==> config.mk <==
export PLATFORM = sky130hd
export DESIGN_NAME = ram_loader
export DESIGN_NICKNAME = d
export VERILOG_FILES = /design/src/rtl/sap1_pkg.sv /design/src/rtl/ram_loader_addr_ctr.sv /design/src/rtl/ram_loader.sv
export SDC_FILE = /design/constraint.sdc
export NUM_CORES = 1
export LEC_CHECK = 0
export ABC_AREA = 1
export CORE_MARGIN = 2
export CORE_UTILIZATION = 35
export CTS_CLUSTER_DIAMETER = 100
export DETAILED_ROUTE_END_ITERATION = 12
export HOLD_SLACK_MARGIN = 0.05
export PLACE_DENSITY = 0.7
export RECOVER_POWER = 100
export SLEW_MARGIN = 20
export SYNTH_ARGS = -nofsm -noshare
export SYNTH_HDL_FRONTEND = slang
export SYNTH_SLANG_ARGS = --single-unit
==> constraint.sdc <==
create_clock -name clk -period 1.5 [get_ports clk]
set_clock_uncertainty 0.1 [all_clocks]
set_input_delay 0.15 -clock clk [delete_from_list [all_inputs] [get_ports clk]]
set_output_delay 0.15 -clock clk [all_outputs]
set_load 0.05 [all_outputs]
==> src/rtl/sap1_pkg.sv <==
// sap1_pkg: constants shared by the SAP-1 memory-side blocks (RAM, MAR, PC,
// ram_loader). It holds the default bus widths, the active-low enable levels
// and the ram_loader state encoding.
package sap1_pkg;

  localparam int DATA_W = 8;
  localparam int ADDR_W = 4;

  // Memory control pins are active low.
  localparam logic CE_ON = 1'b0;
  localparam logic WE_ON = 1'b0;

  // ram_loader state encoding. The values are kept fixed so they read the
  // same in older netlists and waveform viewers.
  typedef logic [2:0] loader_state_t;
  localparam loader_state_t ST_IDLE      = 3'd0;
  localparam loader_state_t ST_WAIT_BYTE = 3'd1;
  localparam loader_state_t ST_SETUP     = 3'd2;
  localparam loader_state_t ST_STROBE    = 3'd3;
  localparam loader_state_t ST_VERIFY    = 3'd4;
  localparam loader_state_t ST_DONE      = 3'd5;

  // True in the states where the RAM must be chip-enabled.
  function automatic logic ce_active(input loader_state_t st);
    return (st == ST_SETUP) || (st == ST_STROBE) || (st == ST_VERIFY);
  endfunction

  // True in the states that count as a load in progress.
  function automatic logic busy_state(input loader_state_t st);
    return (st == ST_WAIT_BYTE) || ce_active(st);
  endfunction

endpackage

==> src/rtl/ram_loader_addr_ctr.sv <==
// ram_loader_addr_ctr: loadable address counter for the RAM loader.
// - load sets the counter to START_ADDR.
// - inc advances it by one.
// - last flags that the counter equals LAST_ADDR, using an unsigned compare
//   ADDR_W bits wide.
// The counter saturates at LAST_ADDR and never wraps.
module ram_loader_addr_ctr #(
  parameter int ADDR_W     = 4,
  parameter int START_ADDR = 0,
  parameter int LAST_ADDR  = 15
) (
  input  logic              clk,
  input  logic              rst_n,
  input  logic              load,
  input  logic              inc,
  output logic [ADDR_W-1:0] addr,
  output logic              last
);

  localparam logic [ADDR_W-1:0] START_A = ADDR_W'(START_ADDR);
  localparam logic [ADDR_W-1:0] LAST_A  = ADDR_W'(LAST_ADDR);

  // Elaboration-time range check. It adds no hardware.
  if (START_ADDR > LAST_ADDR) begin : g_bad_range
    $error("ram_loader_addr_ctr: START_ADDR must not exceed LAST_ADDR");
  end

  logic [ADDR_W-1:0] addr_reg;

  assign addr = addr_reg;
  assign last = (addr_reg == LAST_A);

  // Address register. Load takes priority over increment, and the counter
  // does not advance past the last address.
  always_ff @(posedge clk or negedge rst_n) begin
    if (!rst_n) begin
      addr_reg <= START_A;
    end else if (load) begin
      addr_reg <= START_A;
    end else if (inc && !last) begin
      addr_reg <= addr_reg + 1'b1;
    end
  end

endmodule

==> src/rtl/ram_loader.sv <==
// ram_loader: sequential writer for the SAP-1 16x8 program/data memory.
// It accepts bytes over a valid/ready handshake and writes them to
// consecutive addresses. Each write is a SETUP cycle (ce_n low) followed by
// a STROBE cycle (ce_n and we_n low).
// Optional build macro RAM_LOADER_VERIFY_EN adds a readback VERIFY cycle
// after each strobe. A readback mismatch sets a sticky err flag.
module ram_loader #(
  parameter int DATA_W     = sap1_pkg::DATA_W,
  parameter int ADDR_W     = sap1_pkg::ADDR_W,
  parameter int START_ADDR = 0,
  parameter int LAST_ADDR  = 15
) (
  input  logic              clk,
  input  logic              rst_n,
  input  logic              start,
  input  logic              abort,
  input  logic [DATA_W-1:0] byte_in,
  input  logic              byte_valid,
  output logic              byte_ready,
  input  logic [DATA_W-1:0] rdata,
  output logic              ce_n,
  output logic              we_n,
  output logic [ADDR_W-1:0] addr,
  output logic [DATA_W-1:0] wdata,
  output logic              busy,
  output logic              done,
  output logic              err
);

  import sap1_pkg::*;

  loader_state_t     state_reg, state_next;
  logic [DATA_W-1:0] wdata_reg;
  logic              ce_n_reg, we_n_reg;
  logic              addr_load, addr_inc, addr_last;
  logic              capture, err_clr, err_set;

  ram_loader_addr_ctr #(
    .ADDR_W    (ADDR_W),
    .START_ADDR(START_ADDR),
    .LAST_ADDR (LAST_ADDR)
  ) u_addr_ctr (
    .clk  (clk),
    .rst_n(rst_n),
    .load (addr_load),
    .inc  (addr_inc),
    .addr (addr),
    .last (addr_last)
  );

  // Next-state logic. abort outranks everything except reset. An abort
  // during a write still lets that write complete.
  always_comb begin
    state_next = state_reg;
    addr_load  = 1'b0;
    addr_inc   = 1'b0;
    capture    = 1'b0;
    err_clr    = 1'b0;
    err_set    = 1'b0;
    case (state_reg)
      ST_IDLE, ST_DONE: begin
        if (abort) begin
          // abort alone leaves DONE latched. abort together with start
          // drops back to IDLE.
          if (start || state_reg == ST_IDLE) state_next = ST_IDLE;
        end else if (start) begin
          state_next = ST_WAIT_BYTE;
          addr_load  = 1'b1;
          err_clr    = 1'b1;
        end
      end
      ST_WAIT_BYTE: begin
        if (abort) begin
          state_next = ST_IDLE;
        end else if (byte_valid) begin
          capture    = 1'b1;
          state_next = ST_SETUP;
        end
      end
      ST_SETUP: begin
        state_next = abort ? ST_IDLE : ST_STROBE;
      end
`ifdef RAM_LOADER_VERIFY_EN
      ST_STROBE: begin
        state_next = abort ? ST_IDLE : ST_VERIFY;
      end
      ST_VERIFY: begin
        if (abort) begin
          state_next = ST_IDLE;
        end else begin
          err_set = (rdata != wdata_reg);
          if (addr_last) begin
            state_next = ST_DONE;
          end else begin
            addr_inc   = 1'b1;
            state_next = ST_WAIT_BYTE;
          end
        end
      end
`else
      ST_STROBE: begin
        if (abort) begin
          state_next = ST_IDLE;
        end else if (addr_last) begin
          state_next = ST_DONE;
        end else begin
          addr_inc   = 1'b1;
          state_next = ST_WAIT_BYTE;
        end
      end
`endif
      default: state_next = ST_IDLE;
    endcase
  end

  // State register.
  always_ff @(posedge clk or negedge rst_n) begin
    if (!rst_n) state_reg <= ST_IDLE;
    else        state_reg <= state_next;
  end

  // Write-data capture on an accepted byte.
  always_ff @(posedge clk or negedge rst_n) begin
    if (!rst_n)       wdata_reg <= '0;
    else if (capture) wdata_reg <= byte_in;
  end

  // Memory strobes are registered from the next state so that ce_n and we_n
  // come straight from flops and cannot glitch. Asynchronous reset releases
  // them at once.
  always_ff @(posedge clk or negedge rst_n) begin
    if (!rst_n) begin
      ce_n_reg <= ~CE_ON;
      we_n_reg <= ~WE_ON;
    end else begin
      ce_n_reg <= ce_active(state_next) ? CE_ON : ~CE_ON;
      we_n_reg <= (state_next == ST_STROBE) ? WE_ON : ~WE_ON;
    end
  end

`ifdef RAM_LOADER_VERIFY_EN
  logic err_reg;

  // Sticky verify-mismatch flag. It is cleared by a new start.
  always_ff @(posedge clk or negedge rst_n) begin
    if (!rst_n)       err_reg <= 1'b0;
    else if (err_clr) err_reg <= 1'b0;
    else if (err_set) err_reg <= 1'b1;
  end

  assign err = err_reg;
`else
  // Without readback, rdata and the verify controls have no load.
  logic unused_verify;
  assign unused_verify = ^{rdata, err_clr, err_set};
  assign err = 1'b0;
`endif

  assign ce_n       = ce_n_reg;
  assign we_n       = we_n_reg;
  assign wdata      = wdata_reg;
  assign byte_ready = (state_reg == ST_WAIT_BYTE) && !abort;
  assign busy       = busy_state(state_reg);
  assign done       = (state_reg == ST_DONE);

endmodule

==> flow_summary.html, run 1 <==
<table>
<tr><th>Metric</th><th>Value</th></tr>
<tr><th colspan="2">Outcome</th></tr>
<tr><td>Result of the run</td><td>finished, violations left</td></tr>
<tr><td>Violated checks</td><td>negative setup slack</td></tr>
<tr><th colspan="2">Global routing</th></tr>
<tr><td>Antenna violations before repair</td><td>0</td></tr>
<tr><td>Vias in the first global route</td><td>around 800</td></tr>
<tr><td>First-pass GRT wire length</td><td>between 3 and 4 mm</td></tr>
<tr><td>Global-route congestion overflow total</td><td>0</td></tr>
<tr><td>Total Routing Usage GR</td><td>0.174</td></tr>
<tr><td>Pin count of the biggest net entering global routing</td><td>18</td></tr>
<tr><th colspan="2">Critical path</th></tr>
<tr><td>CP arrival</td><td>approximately 1.3 ns</td></tr>
<tr><td>Worst Path Class, Setup</td><td>flop to output pin</td></tr>
<tr><td>Startpoint class of the critical path</td><td>flop</td></tr>
<tr><td>Critical path capture point type</td><td>output pin</td></tr>
<tr><td>Critical register-to-register path startpoint</td><td>state_reg[1]</td></tr>
<tr><td>Data required time at the worst endpoint</td><td>around 1.3 ns</td></tr>
<tr><td>Start point of the critical path</td><td>state_reg[1]</td></tr>
<tr><td>Maximum fanout along the worst path</td><td>5</td></tr>
<tr><th colspan="2">CTS</th></tr>
<tr><td>CTS Buf Count</td><td>3</td></tr>
<tr><td>Later-pin clock latency in the skew report</td><td>between 0.2 and 0.3 ns</td></tr>
<tr><td>Reg clk slew, reported paths</td><td>roughly 0.10 ns</td></tr>
<tr><td>Root buffer selected by CTS</td><td>clkbuf_4</td></tr>
<tr><td>Number of sinks handled by clock tree synthesis</td><td>17</td></tr>
<tr><td>Buffer depth of the longest clock path</td><td>2</td></tr>
<tr><td>H-tree depth</td><td>1</td></tr>
<tr><td>Clock tree from TritonCTS</td><td>built</td></tr>
<tr><th colspan="2">Logic synthesis</th></tr>
<tr><td>Post-synthesis async set-or-reset flop share</td><td>1.00</td></tr>
<tr><td>Count of flip-flops with a built-in enable after synthesis</td><td>0</td></tr>
<tr><td>Top post-synthesis cells by area</td><td>dfrtp_1, nand2_1, nand3_1</td></tr>
<tr><td>Mapped Cells</td><td>between 90 and 100</td></tr>
<tr><td>Synthesized Nets</td><td>between 100 and 150</td></tr>
<tr><td>Yosys warnings</td><td>0</td></tr>
<tr><td>Leading cell type by number of instances after synthesis</td><td>nand2_1</td></tr>
<tr><td>Mapped Area</td><td>about 820 um^2</td></tr>
<tr><td>Mean instance size in the synthesized netlist</td><td>approximately 8.3 um^2</td></tr>
<tr><td>Library cell with the largest summed area after synthesis</td><td>dfrtp_1</td></tr>
<tr><td>Part of the Yosys area used for sequential elements</td><td>0.525</td></tr>
<tr><td>Most used flip-flop cell after synthesis</td><td>dfrtp_1</td></tr>
<tr><td>Most common library cells after synthesis</td><td>nand2_1, nand3_1, dfrtp_1</td></tr>
<tr><td>Unique masters post-synth</td><td>18</td></tr>
<tr><td>Number of register bits inferred by synthesis</td><td>17</td></tr>
<tr><td>Share of Yosys cell area claimed by the top area cell type</td><td>0.460</td></tr>
<tr><th colspan="2">Detailed routing</th></tr>
<tr><td>DRC violations left</td><td>0</td></tr>
<tr><td>Post-DRT Antenna Nets</td><td>0</td></tr>
<tr><td>Number of vias after detailed routing</td><td>between 800 and 900</td></tr>
<tr><td>Average wire per cell in the routed design</td><td>~12 um</td></tr>
<tr><td>Total length of routed met3 wires</td><td>roughly 140 um</td></tr>
<tr><td>Total length of routed wires</td><td>between 1.5 and 2 mm</td></tr>
<tr><td>Top layer used by detailed routing</td><td>met4</td></tr>
<tr><td>Avg Vias per Cell</td><td>a little under 5</td></tr>
<tr><td>Detailed-route wire length on metal 1</td><td>slightly above 800 um</td></tr>
<tr><td>Initial DRT Pass Iterations</td><td>4</td></tr>
<tr><td>Initial DRC count</td><td>15</td></tr>
<tr><td>Detailed-routed wire length on met2</td><td>approximately 980 um</td></tr>
<tr><th colspan="2">Min path</th></tr>
<tr><td>Min-delay src</td><td>byte_in[3]</td></tr>
<tr><td>Classification of the worst-slack hold path</td><td>input port to flop</td></tr>
<tr><th colspan="2">Power and ir drop</th></tr>
<tr><td>PwrDens</td><td>between 1000 and 1500 nW/um^2</td></tr>
<tr><td>Largest vdd supply drop</td><td>1340 uV</td></tr>
<tr><td>Leakage component of the power</td><td>0.000697 uW</td></tr>
<tr><th colspan="2">Timing</th></tr>
<tr><td>Number of setup violations in the final report</td><td>1</td></tr>
<tr><td>Unrepaired setup endpoints after global routing</td><td>yes</td></tr>
<tr><td>Final critical path time including I/O delays and setup</td><td>between 1.5 and 2 ns</td></tr>
<tr><td>Fin crit share</td><td>1.03</td></tr>
<tr><td>Actual slew at the worst max-slew pin</td><td>approximately 0.9 ns</td></tr>
<tr><td>Number of pins with negative max-slew slack in the final report</td><td>0</td></tr>
<tr><td>Post-layout worst setup margin</td><td>-0.0376 ns</td></tr>
<tr><td>Maximum clock frequency</td><td>between 600 and 700 MHz</td></tr>
<tr><td>Slew headroom</td><td>0.383</td></tr>
<tr><td>Final count of hold timing violations</td><td>0</td></tr>
<tr><th colspan="2">Place</th></tr>
<tr><td>Post-detail-place hpwl</td><td>1.44 mm</td></tr>
<tr><td>Port Buffers</td><td>29</td></tr>
<tr><td>Worst slack at placement</td><td>-0.0478 ns</td></tr>
<tr><td>Gpl congestion</td><td>around 0.79</td></tr>
<tr><th colspan="2">Floorplan</th></tr>
<tr><td>Initial core utilization</td><td>0.369</td></tr>
<tr><td>Ports</td><td>39</td></tr>
<tr><td>Die outline area</td><td>around 2700 um^2</td></tr>
<tr><td>CORE AREA</td><td>about 2200 um^2</td></tr>
<tr><td>Row count</td><td>17</td></tr>
<tr><td>Die X</td><td>between 50 and 60 um</td></tr>
<tr><td>Die Y</td><td>52.3 um</td></tr>
<tr><th colspan="2">Cells and area</th></tr>
<tr><td>Number of flip-flops under the largest register name</td><td>8</td></tr>
<tr><td>Total inserted antenna cells</td><td>0</td></tr>
<tr><td>Layout cells sized above 1</td><td>0.364</td></tr>
<tr><td>Final core utilization</td><td>0.641</td></tr>
<tr><td>Layout filler cell count</td><td>between 200 and 250</td></tr>
<tr><td>Nets</td><td>roughly 160</td></tr>
<tr><td>Signed area change from the synthesized netlist to the final layout</td><td>73.9%</td></tr>
<tr><th colspan="2">Run</th></tr>
<tr><td>MaxCap Viol Count</td><td>0</td></tr>
</table>
## area by class of cell
type | instances | area, um^2 | share of cell area
Inverter | 10 | 37.5 | 0.0265
Timing Repair Buffer | 41 | 534 | 0.377
Clock buffer | 3 | 22.5 | 0.0159
Tap cell | 28 | 35.0 | 0.0247
Sequential cell | 17 | 433 | 0.305
Clock inverter | 1 | 5.00 | 0.00353
Multi-Input combinational cell | 68 | 352 | 0.248
## logic make-up (layout without fill, tap and decap cells)
kind of cell    count (synthesis)  count (layout)  synth area share
xor+xnor                        2               2            0.0215
compound gates                  2               2            0.0138
fa+ha+maj                       1               1            0.0153
simple gates                   62              62             0.345
buf+inv                        13              55            0.0752
flops                          17              17             0.525
other cells                     1               1           0.00460
## worst max-delay path, stage by stage, from the launching register on
cell and delay (ns):
dfrtp_2 0.47, nor3_4 0.26, buf_12 0.14, buf_12 0.12
## power breakdown
group          switching [uW]  internal [uW]  total [uW]  leakage [uW]
Sequential                109            565         674      0.000212
Clock                     154           99.4         253     0.0000177
Combinational             560            459        1020      0.000468
## per-layer routing
metal,global-route usage,up-vias
met5,0,-
met3,0.0314,4
li1,-,392
met1,0.220,380
met4,0.111,0
met2,0.271,34
## final timing paths
kind	to	slack [ns]	cells past startpoint
worst max register to register	wdata[2]	0.14	5
worst min-delay path	wdata[3]	0.29	3
worst max-delay path	byte_ready	-0.04	3
worst min register to register	wdata[5]	0.39	2
min in group asynchronous	wdata[5]	0.39	2
max in group asynchronous	state_reg[1]	0.29	2
## what timing repair did
item,in CTS,in global routing
setup endpoints to repair,3,7
gates resized for setup,6,2
hold buffers,0,0
buffers inserted,5,1
pin swaps,1,3
## cells in the final DEF (no fill, tap or decap), types with 2 or more instances in the layout
master,n
inv_2,4
nand2_1,30
nand3_1,20
dfrtp_1,11
dfrtp_2,4
buf_4,12
inv_1,6
dfstp_2,2
nor2_1,3
buf_12,16
clkdlybuf4s50_1,11
clkbuf_4,3
nand2_2,4
## stage by stage
| step | hold slack, ns | TNS [ns] | instances | total power, uW | instance area [um^2] |
|---|---|---|---|---|---|
| 3_3_place_gp | 0.357 | -0.220 | 158 | 1660 | 1330 |
| 5_1_grt | 0.296 | -0.190 | 168 | 2030 | 1420 |
| 4_1_cts | 0.0534 | -0.114 | 167 | 1960 | 1410 |
| 3_5_place_dp | 0.369 | -0.332 | 158 | 1680 | 1330 |
| 6_report | 0.288 | -0.0376 | 168 | 1950 | 1420 |
| 2_1_floorplan | -0.246 | 0 | 98 | 1150 | 826 |
Power figures use the tool's default switching activity.
==> inputs of run 2 (changes only) <==
--- a/config.mk
+++ b/config.mk
@@ -6,6 +6,7 @@
 export NUM_CORES = 1
 export LEC_CHECK = 0
 export ABC_AREA = 1
+export CORE_ASPECT_RATIO = 0.75
 export CORE_MARGIN = 2
 export CORE_UTILIZATION = 35
 export CTS_CLUSTER_DIAMETER = 100
==> constraint.sdc (replaced) <==
create_clock -name clk -period 1.89 [get_ports clk]
set_clock_uncertainty 0.1 [all_clocks]
set_input_delay 0.2835 -clock clk [delete_from_list [all_inputs] [get_ports clk]]
set_output_delay 0.2835 -clock clk [all_outputs]
set_load 0.05 [all_outputs]
==> flow_summary.html, run 2 (same netlist as run 1, synthesis figures left out) <==
<table>
<tr><th>Metric</th><th>Value</th></tr>
<tr><th colspan="2">Cells and area</th></tr>
<tr><td>Area of the multi-input gates</td><td>around 320 um^2</td></tr>
<tr><td>Signed area change from the synthesized netlist to the final layout</td><td>33.4%</td></tr>
<tr><td>Number of flip-flops under the largest register name</td><td>8</td></tr>
<tr><td>Most used cells in the layout excluding fill and tap cells</td><td>nand2_1, nand3_1, dfrtp_1</td></tr>
<tr><td>Layout filler cell count</td><td>229</td></tr>
<tr><td>Layout cells sized above 1</td><td>0.122</td></tr>
<tr><td>Final core utilization</td><td>0.483</td></tr>
<tr><td>Final Cell Area</td><td>~1100 um^2</td></tr>
<tr><td>Nets</td><td>between 150 and 200</td></tr>
<tr><td>Area used by sequential logic in the layout</td><td>approximately 430 um^2</td></tr>
<tr><td>Most frequent standard cell in the layout excluding fill and tap cells</td><td>nand2_1</td></tr>
<tr><td>Total inserted antenna cells</td><td>0</td></tr>
<tr><th colspan="2">Place</th></tr>
<tr><td>Gpl congestion</td><td>around 0.74</td></tr>
<tr><td>Port Buffers</td><td>29</td></tr>
<tr><td>Post-detail-place hpwl</td><td>about 1.4 mm</td></tr>
<tr><td>Total cell area at the placement stage</td><td>between 1000 and 1500 um^2</td></tr>
<tr><th colspan="2">Timing</th></tr>
<tr><td>Maximum clock frequency</td><td>~540 MHz</td></tr>
<tr><td>Final hold slack</td><td>0.226 ns</td></tr>
<tr><td>Final critical path time including I/O delays and setup</td><td>~1.8 ns</td></tr>
<tr><td>Number of pins with negative max-slew slack in the final report</td><td>0</td></tr>
<tr><td>Final count of hold timing violations</td><td>0</td></tr>
<tr><td>Total Negative Setup Slacks</td><td>0 ns</td></tr>
<tr><td>Fin crit share</td><td>0.971</td></tr>
<tr><td>Slew headroom</td><td>0.597</td></tr>
<tr><td>Actual slew at the worst max-slew pin</td><td>around 0.6 ns</td></tr>
<tr><td>Number of setup violations in the final report</td><td>0</td></tr>
<tr><td>Unrepaired setup endpoints after global routing</td><td>no</td></tr>
<tr><th colspan="2">Global routing</th></tr>
<tr><td>First-pass GRT wire length</td><td>about 2.9 mm</td></tr>
<tr><td>Global-route congestion overflow total</td><td>0</td></tr>
<tr><td>Pin count of the biggest net entering global routing</td><td>11</td></tr>
<tr><td>Vias in the first global route</td><td>658</td></tr>
<tr><td>Total Routing Usage GR</td><td>0.143</td></tr>
<tr><td>Antenna violations before repair</td><td>0</td></tr>
<tr><th colspan="2">Detailed routing</th></tr>
<tr><td>Number of vias after detailed routing</td><td>between 700 and 800</td></tr>
<tr><td>DRC violations left</td><td>0</td></tr>
<tr><td>Avg Vias per Cell</td><td>4.80</td></tr>
<tr><td>Total length of routed wires</td><td>~1.7 mm</td></tr>
<tr><td>Post-DRT Antenna Nets</td><td>0</td></tr>
<tr><td>Initial DRT Pass Iterations</td><td>4</td></tr>
<tr><td>Average wire per cell in the routed design</td><td>11.1 um</td></tr>
<tr><td>Initial DRC count</td><td>13</td></tr>
<tr><th colspan="2">Power and ir drop</th></tr>
<tr><td>PwrDens</td><td>around 1100 nW/um^2</td></tr>
<tr><td>Switching power of the nets</td><td>approximately 590 uW</td></tr>
<tr><td>Largest vdd supply drop</td><td>518 uV</td></tr>
<tr><td>Overall Power</td><td>about 1200 uW</td></tr>
<tr><td>Share of power burned in combinational logic</td><td>0.445</td></tr>
<tr><td>Leakage component of the power</td><td>about 0.00055 uW</td></tr>
<tr><td>Power share of the sequential group</td><td>0.400</td></tr>
<tr><td>Sw Ratio</td><td>0.472</td></tr>
<tr><td>Part of the total power dissipated in the clock network</td><td>0.155</td></tr>
<tr><td>Internal power</td><td>about 660 uW</td></tr>
<tr><th colspan="2">Critical path</th></tr>
<tr><td>Crit path cell chain</td><td>clkdlybuf4s50_1</td></tr>
<tr><td>Startpoint class of the critical path</td><td>flop</td></tr>
<tr><td>Count of buffer and inverter cells on the critical path</td><td>1</td></tr>
<tr><td>Worst path slowest cell</td><td>clkdlybuf4s50_1</td></tr>
<tr><td>Maximum fanout along the worst path</td><td>2</td></tr>
<tr><td>Critical path capture point type</td><td>output pin</td></tr>
<tr><td>Worst Path Class, Setup</td><td>flop to output pin</td></tr>
<tr><td>CP arrival</td><td>approximately 1.5 ns</td></tr>
<tr><td>Worst path max stage delay</td><td>about 0.80 ns</td></tr>
<tr><td>CP top delay family</td><td>buffers and inverters</td></tr>
<tr><td>Data required time at the worst endpoint</td><td>1.51 ns</td></tr>
<tr><th colspan="2">CTS</th></tr>
<tr><td>Root buffer selected by CTS</td><td>clkbuf_4</td></tr>
<tr><td>Reg clk slew, reported paths</td><td>0.10 ns</td></tr>
<tr><td>Buffer depth of the longest clock path</td><td>2</td></tr>
<tr><td>Clock tree from TritonCTS</td><td>built</td></tr>
<tr><td>Number of sinks handled by clock tree synthesis</td><td>17</td></tr>
<tr><td>H-tree depth</td><td>1</td></tr>
<tr><td>CTS Buf Count</td><td>3</td></tr>
<tr><td>Later-pin clock latency in the skew report</td><td>between 0.2 and 0.3 ns</td></tr>
<tr><td>Number of post-CTS setup repair buffers</td><td>0</td></tr>
<tr><th colspan="2">Outcome</th></tr>
<tr><td>Result of the run</td><td>completed</td></tr>
<tr><th colspan="2">Floorplan</th></tr>
<tr><td>Row count</td><td>15</td></tr>
<tr><td>Ports</td><td>39</td></tr>
<tr><td>Die X</td><td>between 50 and 60 um</td></tr>
<tr><td>CORE AREA</td><td>around 2300 um^2</td></tr>
<tr><td>Die outline area</td><td>~2700 um^2</td></tr>
<tr><td>Die Y</td><td>~46 um</td></tr>
<tr><td>Initial core utilization</td><td>0.362</td></tr>
<tr><th colspan="2">Run</th></tr>
<tr><td>MaxCap Viol Count</td><td>0</td></tr>
<tr><th colspan="2">Min path</th></tr>
<tr><td>Classification of the worst-slack hold path</td><td>input port to asynchronous set/reset pin</td></tr>
</table>
==> run 2: changes by cell type in the layout (fill, tap and decap cells not counted), moves of 2 or more <==
| cell | previous run | this run |
|---|---|---|
| dfrtp_2 | 4 | 0 |
| nand2_2 | 4 | 1 |
| clkbuf_1 | 1 | 14 |
| buf_4 | 12 | 2 |
| buf_12 | 16 | 2 |
| nor2_1 | 3 | 5 |
| nand2_1 | 30 | 33 |
| dfrtp_1 | 11 | 15 |
==> run 2: power groups by stage <==
stage | Sequential [uW] | Combinational (uW) | Clock [uW]
floorplan | 771 | 138 | 0
global placement | 506 | 636 | 0
detailed placement | 510 | 640 | 0
CTS | 503 | 641 | 199
global route | 513 | 599 | 218
finish | 499 | 556 | 193
==> run 2: worst paths after layout <==
kind | from | end | slack, ns | cells after the start
min in group clk | wdata[3] | wdata[3] | 0.38 | 2
min reg2reg | wdata[3] | wdata[3] | 0.38 | 2
max in group asynchronous | rst_n | u_addr_ctr.addr[2] | 0.68 | 2
max reg2reg | state_reg[2] | wdata[4] | 0.33 | 6
min | rst_n | wdata[2] | 0.23 | 1
max | wdata[3] | wdata[3] | 0.06 | 1
==> run 2: what timing repair did <==
action	CTS	global route
setup endpoints to repair	0	6
hold endpoints to repair	0	0
resized for setup	0	6
hold buffers	0	0
==> run 2: worst reg2reg max path, cell delays in order (launching register included) <==
cell	delay, ns
dfrtp_1	0.42
inv_2	0.10
nand2_1	0.10
nor3_4	0.29
nand2_1	0.29
nand2_1	0.12
nand2_1	0.05
==> run 2: cell type report <==
cell class | count | share of cell area
Clock buffer | 3 | 0.0207
Clock inverter | 1 | 0.00460
Inverter | 10 | 0.0345
Multi-Input combinational cell | 68 | 0.295
Sequential cell | 17 | 0.393
Tap cell | 25 | 0.0287
Timing Repair Buffer | 32 | 0.223
==> run 2: metal layers <==
| layer | GRT usage | up-vias | wire length, um |
|---|---|---|---|
| li1 | - | 378 | - |
| met1 | 0.186 | 349 | 829 |
| met2 | 0.228 | 22 | 790 |
| met3 | 0.0568 | 0 | 112 |
| met4 | 0.0267 | 0 | 0 |
| met5 | 0 | - | 0 |
==> run 2: metrics by stage <==
stage          std cells  worst slack, ns
2_1_floorplan         98            0.145
3_3_place_gp         152           0.0595
3_5_place_dp         152           0.0486
4_1_cts              156           0.0223
5_1_grt              156          0.00839
6_report             156           0.0550
==> inputs of run 3 (changes only) <==
--- a/config.mk
+++ b/config.mk
@@ -8,11 +8,11 @@
 export ABC_AREA = 1
 export CORE_ASPECT_RATIO = 0.75
 export CORE_MARGIN = 2
-export CORE_UTILIZATION = 35
+export CORE_UTILIZATION = 30
 export CTS_CLUSTER_DIAMETER = 100
 export DETAILED_ROUTE_END_ITERATION = 12
+export GPL_TIMING_DRIVEN = 0
 export HOLD_SLACK_MARGIN = 0.05
-export PLACE_DENSITY = 0.7
 export RECOVER_POWER = 100
 export SLEW_MARGIN = 20
 export SYNTH_ARGS = -nofsm -noshare
==> flow_summary.html, run 3 (same netlist as run 1, synthesis figures left out) <==
<table>
<tr><th>Metric</th><th>Value</th></tr>
<tr><th colspan="2">Detailed routing</th></tr>
<tr><td>Initial DRC count</td><td>27</td></tr>
<tr><td>DRC violations left</td><td>0</td></tr>
<tr><td>Post-DRT Antenna Nets</td><td>0</td></tr>
<tr><td>Total length of routed wires</td><td>1.80 mm</td></tr>
<tr><td>Initial DRT Pass Iterations</td><td>4</td></tr>
<tr><td>Avg Vias per Cell</td><td>~4.4</td></tr>
<tr><td>Number of vias after detailed routing</td><td>730</td></tr>
<tr><td>Average wire per cell in the routed design</td><td>10.9 um</td></tr>
<tr><th colspan="2">Timing</th></tr>
<tr><td>Actual slew at the worst max-slew pin</td><td>0.754 ns</td></tr>
<tr><td>Slew headroom</td><td>0.496</td></tr>
<tr><td>Unrepaired setup endpoints after global routing</td><td>no</td></tr>
<tr><td>Total Negative Setup Slacks</td><td>0 ns</td></tr>
<tr><td>Fin crit share</td><td>0.963</td></tr>
<tr><td>Final count of hold timing violations</td><td>0</td></tr>
<tr><td>Maximum clock frequency</td><td>550 MHz</td></tr>
<tr><td>Post-layout worst setup margin</td><td>just over 0.07 ns</td></tr>
<tr><td>Number of setup violations in the final report</td><td>0</td></tr>
<tr><td>Final critical path time including I/O delays and setup</td><td>between 1.5 and 2 ns</td></tr>
<tr><td>Final hold slack</td><td>approximately 0.22 ns</td></tr>
<tr><td>Number of pins with negative max-slew slack in the final report</td><td>0</td></tr>
<tr><th colspan="2">Floorplan</th></tr>
<tr><td>Ports</td><td>39</td></tr>
<tr><td>CORE AREA</td><td>between 2000 and 3000 um^2</td></tr>
<tr><td>Row count</td><td>16</td></tr>
<tr><td>Initial core utilization</td><td>0.313</td></tr>
<tr><td>Die X</td><td>64.2 um</td></tr>
<tr><td>Die Y</td><td>around 50 um</td></tr>
<tr><td>Die outline area</td><td>3160 um^2</td></tr>
<tr><th colspan="2">Global routing</th></tr>
<tr><td>Global-route congestion overflow total</td><td>0</td></tr>
<tr><td>First-pass GRT wire length</td><td>around 3.1 mm</td></tr>
<tr><td>Pin count of the biggest net entering global routing</td><td>18</td></tr>
<tr><td>Antenna violations before repair</td><td>0</td></tr>
<tr><td>Vias in the first global route</td><td>about 700</td></tr>
<tr><td>Total Routing Usage GR</td><td>0.127</td></tr>
<tr><th colspan="2">Power and ir drop</th></tr>
<tr><td>Overall Power</td><td>between 1000 and 1500 uW</td></tr>
<tr><td>PwrDens</td><td>roughly 1100 nW/um^2</td></tr>
<tr><td>Leakage component of the power</td><td>~0.00057 uW</td></tr>
<tr><td>Largest vdd supply drop</td><td>roughly 700 uV</td></tr>
<tr><th colspan="2">CTS</th></tr>
<tr><td>Later-pin clock latency in the skew report</td><td>0.29 ns</td></tr>
<tr><td>H-tree depth</td><td>1</td></tr>
<tr><td>Number of buffers added to fix hold violations after cts</td><td>0</td></tr>
<tr><td>Number of sinks handled by clock tree synthesis</td><td>17</td></tr>
<tr><td>Clock tree from TritonCTS</td><td>built</td></tr>
<tr><td>Reg clk slew, reported paths</td><td>about 0.10 ns</td></tr>
<tr><td>CTS Buf Count</td><td>3</td></tr>
<tr><td>Buffer depth of the longest clock path</td><td>2</td></tr>
<tr><td>Root buffer selected by CTS</td><td>clkbuf_4</td></tr>
<tr><th colspan="2">Place</th></tr>
<tr><td>Gpl congestion</td><td>between 0.8 and 0.9</td></tr>
<tr><td>Post-detail-place hpwl</td><td>~1.3 mm</td></tr>
<tr><td>Worst slack at placement</td><td>-0.571 ns</td></tr>
<tr><td>Cell Count Post-Placement</td><td>between 150 and 200</td></tr>
<tr><td>Port Buffers</td><td>28</td></tr>
<tr><th colspan="2">Critical path</th></tr>
<tr><td>Count of buffer and inverter cells on the critical path</td><td>1</td></tr>
<tr><td>Data required time at the worst endpoint</td><td>1.51 ns</td></tr>
<tr><td>Worst path max stage delay</td><td>around 0.80 ns</td></tr>
<tr><td>CP top delay family</td><td>buffers and inverters</td></tr>
<tr><td>Worst Path Class, Setup</td><td>flop to output pin</td></tr>
<tr><td>CP arrival</td><td>around 1.4 ns</td></tr>
<tr><td>Startpoint class of the critical path</td><td>flop</td></tr>
<tr><td>Critical path capture point type</td><td>output pin</td></tr>
<tr><td>Worst path slowest cell</td><td>clkdlybuf4s50_1</td></tr>
<tr><td>Crit path cell chain</td><td>clkdlybuf4s50_1</td></tr>
<tr><td>Maximum fanout along the worst path</td><td>2</td></tr>
<tr><th colspan="2">Outcome</th></tr>
<tr><td>Result of the run</td><td>completed</td></tr>
<tr><th colspan="2">Min path</th></tr>
<tr><td>Classification of the worst-slack hold path</td><td>input port to flop</td></tr>
<tr><th colspan="2">Run</th></tr>
<tr><td>MaxCap Viol Count</td><td>0</td></tr>
<tr><th colspan="2">Cells and area</th></tr>
<tr><td>Nets</td><td>between 150 and 200</td></tr>
<tr><td>Number of standard cells in the layout, taps in and fillers out</td><td>between 150 and 200</td></tr>
<tr><td>Total inserted antenna cells</td><td>0</td></tr>
<tr><td>Signed area change from the synthesized netlist to the final layout</td><td>35.1%</td></tr>
<tr><td>Layout cells sized above 1</td><td>0.123</td></tr>
<tr><td>Most frequent standard cell in the layout excluding fill and tap cells</td><td>nand2_1</td></tr>
<tr><td>Number of flip-flops under the largest register name</td><td>8</td></tr>
<tr><td>Layout filler cell count</td><td>279</td></tr>
<tr><td>Most used cells in the layout excluding fill and tap cells</td><td>nand2_1, nand3_1, dfrtp_1</td></tr>
</table>
run 3: cell types whose count changed in the layout (fill, tap and decap cells not counted), sizes merged:
cell,before,now
clkdlybuf4s50,12,11
clkbuf,17,12
clkinv,1,0
dlygate4sd2,0,6
run 3: worst paths after layout:
check | startpoint | endpoint | slack (ns) | cells past startpoint
min in group asynchronous | rst_n | state_reg[2] | 0.39 | 1
max in group asynchronous | rst_n | wdata[5] | 0.82 | 1
min reg2reg | wdata[0] | wdata[0] | 0.38 | 2
min | byte_valid | wdata[2] | 0.22 | 3
max reg2reg | u_addr_ctr.addr[0] | u_addr_ctr.addr[3] | 0.42 | 6
max | wdata[0] | wdata[0] | 0.07 | 1
run 3: layer usage:
| layer | vias to the layer above | wire length [um] | track usage | part of all wire |
|---|---|---|---|---|
| met5 | - | 0 | 0 | 0 |
| met4 | 0 | 0 | 0.0390 | 0 |
| met3 | 0 | 146 | 0.0508 | 0.081 |
| met2 | 29 | 740 | 0.188 | 0.41 |
| met1 | 327 | 917 | 0.171 | 0.51 |
| li1 | 374 | - | - | - |
run 3: worst register-to-register path, cell delays in order (launching register included):
cell,delay [ns]
dfrtp_1,0.46
ha_1,0.26
nand3_1,0.12
nand2_1,0.07
nor2_1,0.24
nand3_1,0.11
nand2_1,0.06
run 3: per-stage QoR:
| step | utilization | instance area [um^2] |
|---|---|---|
| finish | 0.424 | 1100 |
| global route | 0.424 | 1100 |
| CTS | 0.446 | 1160 |
| detailed placement | 0.438 | 1140 |
| global placement | 0.438 | 1140 |
| floorplan | - | 816 |
run 3: timing repair:
item / CTS / global route
endpoints found under the hold margin: 0 / 0
buffers inserted: 0 / 0
resized for setup: 18 / 12
setup endpoints to repair: 9 / 10
pin swaps: 0 / 0
run 3: layout make-up:
cell class,instances,area (um^2),share of cell area
Inverter,10,37.5,0.0341
Sequential cell,17,428,0.388
Timing Repair Buffer,28,220,0.200
Tap cell,36,45.0,0.0409
Clock buffer,4,26.3,0.0238
Buffer,3,23.8,0.0216
Multi-Input combinational cell,68,322,0.292
run 3: power by group:
part	leakage, uW	switching (uW)	internal (uW)
combinational	0.000340	419	119
clock	0.0000150	117	82.1
sequential	0.000218	51.6	446
